## config.mk

```make
export PLATFORM = sky130hd
export DESIGN_NAME = wb_stage_p
export DESIGN_NICKNAME = d
export VERILOG_FILES = /design/src/rtl/wb_stage_p.sv
export SDC_FILE = /design/constraint.sdc
export NUM_CORES = 1
export LEC_CHECK = 0
export CAP_MARGIN = 15
export CORE_MARGIN = 3
export CORE_UTILIZATION = 43
export DETAILED_ROUTE_END_ITERATION = 10
export GPL_ROUTABILITY_DRIVEN = 0
export PLACE_DENSITY = 0.88
export SYNTH_ARGS = -nofsm -noshare
export SYNTH_HDL_FRONTEND = slang
export SYNTH_SLANG_ARGS = --single-unit
```

## constraint.sdc

```tcl
create_clock -name clk -period 2.6 [get_ports clk]
set_input_delay 0.39 -clock clk [delete_from_list [all_inputs] [get_ports clk]]
set_output_delay 0.39 -clock clk [all_outputs]
set_load 0.05 [all_outputs]
```

## src/rtl/wb_stage_p.sv

```systemverilog
// wb_stage_p: MEM/WB pipeline register and write-back stage.
// Captures one instruction per cycle from MEM, selects the write-back value
// (ALU, aligned/extended load data, PC+4 or U-immediate), waits for
// variable-latency load data and drives the register-file write port.
// Optional feature macro: WB_FWD_EN adds the EX-stage bypass outputs
// (fwd_valid, fwd_rd, fwd_data) and the load-use hazard flag fwd_busy.
module wb_stage_p #(
  parameter int XLEN = 32,
  parameter int OFFW = $clog2(XLEN/8)
) (
  input  logic            clk,
  input  logic            rst,
  input  logic            mem_valid,
  output logic            mem_ready,
  input  logic            mem_flush,
  input  logic [4:0]      mem_rd,
  input  logic            mem_reg_write,
  input  logic [1:0]      mem_memtoreg,
  input  logic [2:0]      mem_funct3,
  input  logic [OFFW-1:0] mem_addr_lo,
  input  logic [XLEN-1:0] mem_alu,
  input  logic [XLEN-1:0] mem_pc4,
  input  logic [XLEN-1:0] mem_imm,
  input  logic            dmem_rvalid,
  input  logic [XLEN-1:0] dmem_rdata,
  output logic            rf_we,
  output logic [4:0]      rf_waddr,
  output logic [XLEN-1:0] rf_wdata,
  output logic            retire,
  output logic [31:0]     wait_cycles
`ifdef WB_FWD_EN
  ,
  output logic            fwd_valid,
  output logic [4:0]      fwd_rd,
  output logic [XLEN-1:0] fwd_data,
  output logic            fwd_busy
`endif
);

  localparam logic [1:0] ST_EMPTY = 2'b00;
  localparam logic [1:0] ST_WAIT  = 2'b01;
  localparam logic [1:0] ST_FULL  = 2'b10;

  localparam logic [1:0] SEL_ALU  = 2'b00;
  localparam logic [1:0] SEL_LOAD = 2'b01;
  localparam logic [1:0] SEL_PC4  = 2'b10;

  logic [1:0]      state_q, state_d;
  logic [4:0]      rd_q;
  logic            wr_q;      // write intent, already qualified with rd != 0
  logic [2:0]      f3_q;
  logic [OFFW-1:0] lo_q;
  logic [XLEN-1:0] data_q;
  logic [31:0]     wait_q;

  logic            capture;
  logic            is_load;
  logic [XLEN-1:0] res_sel;
  logic [XLEN-1:0] shifted;
  logic [XLEN-1:0] ld_data;
  logic            ld_legal;

  // A load parks the stage until its data returns; FULL drains and refills.
  assign mem_ready = (state_q != ST_WAIT);
  assign capture   = mem_valid && mem_ready;
  assign is_load   = (mem_memtoreg == SEL_LOAD);

  // Non-load result select (load encoding never reaches data_q from here)
  always_comb begin
    res_sel = mem_alu;
    case (mem_memtoreg)
      SEL_ALU: res_sel = mem_alu;
      SEL_PC4: res_sel = mem_pc4;
      2'b11:   res_sel = mem_imm;
      default: res_sel = mem_alu;
    endcase
  end

  // Bring the addressed byte lane down to bit 0 before extending.
  assign shifted = dmem_rdata >> {lo_q, 3'b000};

  // Load width/extension; sized casts of signed slices sign-extend.
  always_comb begin
    ld_data  = '0;
    ld_legal = 1'b1;
    case (f3_q)
      3'b000: ld_data = XLEN'($signed(shifted[7:0]));
      3'b100: ld_data = XLEN'(shifted[7:0]);
      3'b001: ld_data = XLEN'($signed(shifted[15:0]));
      3'b101: ld_data = XLEN'(shifted[15:0]);
      3'b010: ld_data = XLEN'($signed(shifted[31:0]));
      3'b110: begin
        if (XLEN == 64) ld_data = XLEN'(shifted[31:0]);
        else            ld_legal = 1'b0;
      end
      3'b011: begin
        if (XLEN == 64) ld_data = shifted;
        else            ld_legal = 1'b0;
      end
      default: ld_legal = 1'b0;
    endcase
  end

  // Next-state: capture decides in EMPTY/FULL, rvalid releases WAIT
  always_comb begin
    state_d = state_q;
    case (state_q)
      ST_WAIT: begin
        if (dmem_rvalid) state_d = ST_FULL;
      end
      default: begin
        if (capture) begin
          if (mem_flush)    state_d = ST_EMPTY;
          else if (is_load) state_d = ST_WAIT;
          else              state_d = ST_FULL;
        end else begin
          state_d = ST_EMPTY;
        end
      end
    endcase
  end

  // State register and captured entry; flushed captures leave fields untouched
  always_ff @(posedge clk or posedge rst) begin
    if (rst) begin
      state_q <= ST_EMPTY;
      rd_q    <= '0;
      wr_q    <= 1'b0;
      f3_q    <= '0;
      lo_q    <= '0;
      data_q  <= '0;
    end else begin
      state_q <= state_d;
      if (capture && !mem_flush) begin
        rd_q <= mem_rd;
        wr_q <= mem_reg_write && (mem_rd != 5'd0);
        f3_q <= mem_funct3;
        lo_q <= mem_addr_lo;
        if (!is_load) data_q <= res_sel;
      end else if ((state_q == ST_WAIT) && dmem_rvalid) begin
        data_q <= ld_data;
        wr_q   <= wr_q && ld_legal;
      end
    end
  end

  // Saturating count of cycles spent waiting on load data
  always_ff @(posedge clk or posedge rst) begin
    if (rst)                                         wait_q <= '0;
    else if ((state_q == ST_WAIT) && (wait_q != '1)) wait_q <= wait_q + 32'd1;
  end

  assign retire      = (state_q == ST_FULL);
  assign rf_we       = (state_q == ST_FULL) && wr_q;
  assign rf_waddr    = rd_q;
  assign rf_wdata    = data_q;
  assign wait_cycles = wait_q;

`ifdef WB_FWD_EN
  assign fwd_valid = rf_we;
  assign fwd_rd    = rf_waddr;
  assign fwd_data  = rf_wdata;
  assign fwd_busy  = (state_q == ST_WAIT) && (rd_q != 5'd0);
`endif

endmodule

```

==> results of run 1 <==
-- Yosys cell counts, drive strengths merged, types with 10 or more instances --
cell	number
mux2i	50
nor2	39
nand2	74
a31oi	10
nand4	10
nand3	24
o21ai	45
buf	17
a21oi	41
nor2b	12
xnor2	23
clkbuf	21
dfrtp	77
a211oi	15
-- worst reg2reg max path, cell delays in order, from the launching register on --
cell	delay [ps]
sky130_fd_sc_hd__dfrtp_1	370
sky130_fd_sc_hd__nor2b_1	450
sky130_fd_sc_hd__nand2_1	410
sky130_fd_sc_hd__and2_1	290
sky130_fd_sc_hd__inv_2	300
sky130_fd_sc_hd__o21ai_0	160
sky130_fd_sc_hd__o21ai_0	200
-- stage by stage --
step / std cells / util / setup slack [ps]
3_3_place_gp: 881 / 0.656 / 291
5_1_grt: 897 / 0.682 / 28.9
3_5_place_dp: 881 / 0.656 / 160
2_1_floorplan: 548 / - / 243
4_1_cts: 897 / 0.682 / 121
6_report: 897 / 0.682 / 107
-- state kept, by name, indices dropped and copies added, names as in the netlist --
signal	cells
rf_wdata	32
wait_cycles	32
rf_waddr	5
f3_q	3
lo_q	2
state_q	2
wr_q	1
-- cell usage in the layout, fill, tap and decap left out, drive strengths merged, types with 2 or more instances in the layout --
cell | netlist | layout
nor2 | 39 | 39
a31oi | 10 | 10
nand2 | 74 | 74
o221ai | 9 | 9
inv | 5 | 5
and3 | 9 | 9
clkinv | 0 | 5
a211oi | 15 | 15
a221oi | 8 | 8
o21a | 2 | 2
dfrtp | 77 | 77
nand3 | 24 | 24
a21oi | 41 | 41
and2 | 5 | 5
mux2 | 4 | 4
xnor2 | 23 | 23
o21ai | 45 | 45
o211ai | 9 | 9
and4 | 6 | 6
nand4 | 10 | 10
clkbuf | 21 | 9
xor2 | 4 | 4
mux2i | 50 | 50
clkdlybuf4s50 | 0 | 215
nor2b | 12 | 12
buf | 17 | 16
a2bb2oi | 8 | 8
nand2b | 2 | 2
-- how the worst max path moves through the flow --
stage | endpoint | slack, ps | cells past startpoint
6_report | mem_ready | 110 | 3
5_1_grt | mem_ready | 30 | 3
4_1_cts | mem_ready | 120 | 3
3_5_place_dp | rf_wdata[17] | 160 | 6
3_3_place_gp | rf_wdata[17] | 290 | 6
2_1_floorplan | f3_q[0] | 240 | 1
-- power by group through the flow --
stage               clock (uW)  combinational (uW)  sequential [uW]
floorplan                    0                 684             2200
global placement             0                2090             1590
detailed placement           0                2140             1600
CTS                       1240                2150             1580
global route              1300                2280             1610
finish                    1240                2160             1590
-- final cells by class --
cell class	count	area, sq um
clock buffer	9	225
clock inverter	7	66.3
fill	858	3510
sequential	77	1930
tap	140	175
inverter	5	18.8
timing repair buffer	231	2280
multi-input combinational	428	2830
-- metal layers --
| metal | part of all wire | vias up | routed length, um | track usage |
|---|---|---|---|---|
| met4 | 0.032 | 0 | 557 | 0.104 |
| met2 | 0.51 | 228 | 9060 | 0.481 |
| li1 | - | 2413 | - | - |
| met1 | 0.39 | 2517 | 6960 | 0.329 |
| met5 | 0 | - | 0 | 0 |
| met3 | 0.062 | 38 | 1090 | 0.0513 |
-- kinds of logic after synthesis --
family	Yosys count
AOI/OAI and AO/OA	155
xor gates and xnor gates	27
adders and majority gates	1
buffers and inverters	43
DFF	77
muxes	55
and+or+nand+nor	190
==> run summary, run 1 <==
From bottom edge to top edge, the die measures approximately 110 um. The net switching power of the design is between 2000 and 2500 uW. The max-slew violation count is 0. The initial cell density of the core is 0.448. 0 antenna diodes ended up in the layout. The peak per-stage delay on the critical path is 750 ps. The number of gates resized after CTS was 0. The endpoint required time on the critical path is between 2000 and 2500 ps. The initial antenna violation count is 0. The post-route minimum period came out at roughly 2500 ps. The parity-gate share of the synthesized area counting xor and xnor cells is 0.0478. The adder and majority cell fraction of the synthesized area came out at 0.00253. After detailed routing, the number of remaining DRC violations is 0.

The post-synthesis cell area came out at 4940 sq um. The maximum level of the CTS H-tree came out at 3. Clock tree synthesis inserted a total of 9 buffers. The share of flip-flops with an asynchronous set or reset after synthesis is 1.00. The placeable core region came out at 11000 sq um.

The sequential-to-total area share from yosys stat came out at 0.390. The count of pins on the block boundary came out at around 220. The transition time of the tightest slew-check pin is about 630 ps. The biggest fanout along the worst timing path came out at 8. The setup violation total in the final timing report is 0. After clock tree synthesis, the setup repair step added 0 buffers. Together, buffers and inverters on the worst path number 2. The max capacitance violation total is 0.

The sequential power share is 0.319. The relative area change from synthesis to final layout is 52.2%. The number of buffers inserted for hold repair after clock tree synthesis is 0.

The pin count of the biggest net entering global routing is 65. For this design the static power due to leakage is 0.00311 uW. The via count of the first global-routing pass came out at 5193. The standard-cell row count came out at 38. The via density per instance came out at about 5.8. In the global route stage, overall resource usage came out at 0.273. The finished layout cell area came out at approximately 7500 sq um. The share of final-layout standard cells stronger than drive strength 1 is 0.0727. The area fraction of the dominant cell type after synthesis came out at 0.390.

The average footprint of a synthesized cell came out at 9.02 sq um. The critical path is of the reg -> out type. The setup TNS after final layout came out at 0 ps.

The number of endpoints with negative hold slack in the final report is 0. The first detailed-routing pass ran for 5 iterations. The share of the clock period used by the worst path after layout came out at 0.959.

Clock-pin slew was measured on the worst setup and hold paths at 60 ps. The critical path goes through nor2b_1 -> inv_2 -> clkdlybuf4s50_1. The clock tree buffer depth came out at 2.

The post-synthesis cell type count came out at 59. The cell area after placement is 7230 sq um. The die area is about 13000 sq um. The number of nets handed over by synthesis was just under 700. The routed length per instance came out at 19.7 um.

The detail route stage leaves a number of antenna-violating nets equal to 0. The kind of end point of the critical path is an output pin. The die is approximately 110 um wide. The achievable clock frequency came out at 401 MHz. The combinational family with the most area after synthesis is compound AO/OA/AOI/OAI gates.

Counting every instance in the synthesized netlist gives 548. Yosys mapped a number of flops with a built-in enable equal to 0. The portion of synthesized area spent on multiplexers is 0.116. The latest clock arrival within the worst-skew pair is around 340 ps.

Setup repair after global routing left no endpoint under its margin. The number of warnings printed during yosys synthesis is 0. The commonest register cell after synthesis is sky130_fd_sc_hd__dfrtp_1. The net count reported at finish came out at 899. Port buffering added 217 buffers. The relative slew slack is 0.582. STA puts the critical path data arrival time at ~2100 ps. The final hold slack is 435 ps.

Total power for the finished layout comes to 4980 uW. The clock tree skew after final layout is 13.4 ps. The power density normalized to cell area is 662 nW/um^2.

In this run the critical register-to-register path is launched from state_q[1]. The share of total power in combinational logic is 0.433. By area the synthesized netlist is led by sky130_fd_sc_hd__dfrtp_1 (39%), sky130_fd_sc_hd__mux2i_1 (10%), sky130_fd_sc_hd__nand2_1 (5.6%), sky130_fd_sc_hd__a21oi_1 (4.2%), sky130_fd_sc_hd__xnor2_1 (4.1%). The first global-routing pass estimated about 28000 um of wire. The cell at the slowest stage of the critical path is sky130_fd_sc_hd__clkdlybuf4s50_1. Internal power comes to 2970 uW.

STA classifies the critical path startpoint as a register. On the critical path the largest part of the delay comes from buffers and inverters. The clock power share is 0.248. Summed over all layers, the routed wires come to 17700 um. The flow ran to the end, and the final reports show no timing, DRC or antenna violations. The switching portion of total power is 0.403. The clock root buffer is sky130_fd_sc_hd__clkbuf_16. The largest total area in the synthesized netlist belongs to sky130_fd_sc_hd__dfrtp_1. The compound-cell area share of the yosys netlist is 0.205. Across all register-to-register paths, the minimum setup slack is about 330 ps. The flop and latch count out of synthesis is between 70 and 80.

The HPWL after detailed placement is between 10000 and 15000 um. Counting cells, the worst reg-to-reg path comes to 6. The type of the worst min-delay path is in -> async. After the first detailed-routing iteration, the DRC count stood at ~410. The most critical setup path has its startpoint at state_q[1]. The routed via count is between 5000 and 6000.

The area share of and/or/nand/nor cells after synthesis came out at 0.201. The total congestion overflow after global routing came out at 0. The worst IR drop on VDD is about 0.51 mV. The clock tree from TritonCTS is done.

The number of sinks handled by clock tree synthesis is 77. The endpoint identified for the worst register-to-register timing path is rf_wdata[15].
No activity file was read; power rests on OpenSTA's default activity.
==> inputs of run 2 (changes only) <==
ABC_CLOCK_PERIOD_IN_PS = 2600   (was default)
CORE_ASPECT_RATIO = 1.5   (was default)
==> run 2 against run 1 <==
  * Final cell count grew 1.0%
  * Hold slack improved by 17 ps
  * Non-clock buffer count grew 2
  * Power grew 6.7%
  * Die area is 0.21% higher
  * Core utilization is 0.44 points higher
  * Combinational power barely moved
  * Flip-flop and latch count unchanged
==> run summary, run 2 (synthesis results as in run 1) <==
The clock tree skew after final layout came out at 7.66 ps (was 13.4 ps). The worst path arrival time came out at 1960 ps (was 2100 ps). The die boundary width came out at 93.5 um (was 113 um). The worst IR drop on VDD came out at 0.405 mV (was 0.511 mV). The most frequent standard cell in the layout excluding fill and tap cells is sky130_fd_sc_hd__clkdlybuf4s50_1 (unchanged).

Commonest cells after routing, fill and taps aside: sky130_fd_sc_hd__clkdlybuf4s50_1 (215), sky130_fd_sc_hd__dfrtp_1 (77), sky130_fd_sc_hd__nand2_1 (74), sky130_fd_sc_hd__mux2i_1 (50), sky130_fd_sc_hd__a21oi_1 (41) (unchanged). The CTS clock-pin slew for the worst setup and hold paths came out at 70 ps (was 60 ps). The CTS buffer count is 9 (unchanged).

The via count of the first global-routing pass was 5210 (was 5193). The number of buffers inserted for hold repair after clock tree synthesis came out at 0 (unchanged). The count of pins on the block boundary was 218 (unchanged).

The cell at the slowest stage of the critical path is sky130_fd_sc_hd__clkdlybuf4s50_1 (unchanged). The number of endpoints with negative hold slack in the final report is 0 (unchanged). The share of final-layout standard cells stronger than drive strength 1 is 0.0751 (was 0.0727). The clock tree buffer depth is 2 (unchanged). The achievable clock frequency came out at 425 MHz (was 401 MHz). Setup repair after global routing missed its margin: false (unchanged).

The clock power share is 0.294 (was 0.248). The net count reported at finish came out at 901 (was 899). The total of cells resized after clock tree synthesis is 0 (unchanged). Result of the run: completed (unchanged). The utilization after layout is 0.686 (was 0.682). The post-route minimum period is 2350 ps (was 2490 ps).

The standard-cell row count came out at 47 (was 38). The transition time of the tightest slew-check pin is 653 ps (was 626 ps). The routed via count came out at 5252 (was 5196). The die area came to 12800 sq um (about the same).

The number of buffer and inverter instances along the worst setup path came out at 3 (was 2). The sequential power share came out at 0.297 (was 0.319). The clock tree from TritonCTS is done (unchanged). The clock root buffer is sky130_fd_sc_hd__clkbuf_16 (unchanged). The placeable core region came out at 11100 sq um (was 11000 sq um). The peak per-stage delay on the critical path came out at 830 ps (was 750 ps).

The routed length per instance came to 19.5 um (was 19.7 um). The routed wire length is 17600 um (was 17700 um). The detailed-routing iteration count for the pre-antenna-repair pass is 7 (was 5).

The number of design-rule violations left by the first detailed-router iteration came to 380 (was 412). The via density per instance is 5.80 (was 5.79). The relative slew slack came out at 0.564 (was 0.582). The latest clock arrival within the worst-skew pair is 340 ps (about the same).

The number of buffers inserted by port buffering was 217 (unchanged). The pin count of the biggest net entering global routing is 49 (was 65). Critical path cell sequence: nor2b_1 -> buf_4 -> inv_2 -> clkdlybuf4s50_1 (was nor2b_1 -> inv_2 -> clkdlybuf4s50_1). The setup violation total in the final timing report came out at 0 (unchanged). The switching portion of total power was 0.379 (was 0.403). The height of the die is 137 um (was 113 um).

The max-slew violation count is 0 (unchanged). The kind of cell with the highest combined delay on the critical path was buffers and inverters (unchanged). The biggest fanout along the worst timing path is 8 (unchanged). The share of the clock period used by the worst path after layout came to 0.905 (was 0.959).

The internal power contribution was 3300 uW (was 2970 uW). The leakage power of the design came out at 0.00316 uW (was 0.00311 uW). The diode insertion count for antenna repair is 0 (unchanged). The initial cell density of the core came out at 0.445 (was 0.448). The endpoint required time on the critical path was 2210 ps (about the same). The power density normalized to cell area is 697 nW/um^2 (was 662 nW/um^2). The total congestion overflow after global routing is 0 (unchanged). The share of total power in combinational logic came out at 0.409 (was 0.433). The total global routing track utilization came out at 0.270 (was 0.273).

The type of the worst min-delay path is in -> async (unchanged). The relative area change from synthesis to final layout is 54.4% (was 52.2%). The post-CTS setup repair buffer count is 0 (unchanged). The category of the most critical setup path is reg -> out (unchanged).

The initial antenna violation count is 0 (unchanged). The net switching power of the design came to 2020 uW (was 2010 uW). The post-detailed-route count of antenna-violating nets is 0 (unchanged). The max capacitance violation total is 0 (unchanged). The kind of end point of the critical path is an output pin (unchanged). The wire length of the first global-routing pass is 27100 um (was 27800 um). The detailed-route DRC error count came out at 0 (unchanged). The number of sinks handled by clock tree synthesis was 77 (unchanged).

The maximum level of the CTS H-tree came out at 3 (unchanged). The element type at the critical path start is a register (unchanged). The HPWL after detailed placement came to 14000 um (was 13900 um).

The setup TNS after final layout came out at 0 ps (unchanged).
==> run 2: cell count changes in the layout (fill, tap and decap cells not counted) <==
cell / delta
sky130_fd_sc_hd__clkbuf_8: +1
sky130_fd_sc_hd__buf_4: +2
sky130_fd_sc_hd__bufinv_16: +3
sky130_fd_sc_hd__inv_2: -1
sky130_fd_sc_hd__clkinvlp_4: -1
sky130_fd_sc_hd__clkinv_2: -2
==> run 2: final timing paths <==
kind	cells past startpoint	slack (ps)	endpoint	startpoint
setup / recovery	4	250	mem_ready	state_q[0]
hold reg to reg	2	490	rf_waddr[0]	rf_waddr[0]
min in group clk	2	490	rf_waddr[0]	rf_waddr[0]
hold / removal	2	450	rf_wdata[16]	rst
setup reg to reg	5	430	wait_cycles[1]	wait_cycles[0]
max in group asynchronous	3	1460	wait_cycles[2]	rst
==> run 2: area by class of cell <==
| cell class | count | area [sq um] |
|---|---|---|
| Fill cell | 844 | 3480 |
| Multi-Input combinational cell | 428 | 2830 |
| Timing Repair Buffer | 233 | 2290 |
| Sequential cell | 77 | 1930 |
| Clock buffer | 10 | 239 |
| Tap cell | 147 | 184 |
| Clock inverter | 6 | 134 |
| Inverter | 5 | 20.0 |
==> run 2: per-layer routing <==
| metal | up-vias | GRT usage | share of wire |
|---|---|---|---|
| li1 | 2424 | - | - |
| met1 | 2487 | 0.309 | 0.36 |
| met2 | 293 | 0.489 | 0.53 |
| met3 | 48 | 0.0579 | 0.080 |
| met4 | 0 | 0.0996 | 0.034 |
| met5 | - | 0 | 0 |
==> run 2: power by group through the flow <==
stage | registers (uW) | clock network [uW] | logic [uW]
final | 1580 | 1560 | 2170
after global routing | 1610 | 1620 | 2290
after CTS | 1580 | 1580 | 2170
after detailed placement | 1600 | 0 | 2170
after global placement | 1590 | 0 | 2120
after floorplan | 2200 | 0 | 684
==> run 2: per-stage QoR <==
step / area, sq um / total power [uW] / worst slack (ps) / hold WS [ps] / std cells
after floorplan: 4940 / 2890 / 243 / 495 / 548
after detailed placement: 7260 / 3760 / 218 / 471 / 890
after global placement: 7260 / 3700 / 304 / 463 / 890
final: 7630 / 5320 / 248 / 452 / 906
after global routing: 7630 / 5520 / 213 / 514 / 906
after CTS: 7630 / 5330 / 251 / 468 / 906
==> run 2: worst register-to-register path, stage by stage, from the launching register on <==
cell                      delay (ps)
sky130_fd_sc_hd__dfrtp_1         400
sky130_fd_sc_hd__ha_1            230
sky130_fd_sc_hd__nand3_2         180
sky130_fd_sc_hd__nor4_4          480
sky130_fd_sc_hd__a41oi_1         380
sky130_fd_sc_hd__mux2_2          380
==> inputs of run 3 (changes only) <==
SETUP_SLACK_MARGIN = 0.15   (was default)
==> results of run 3 <==
The final DEF is identical to that of run 2; final timing and power are the same.
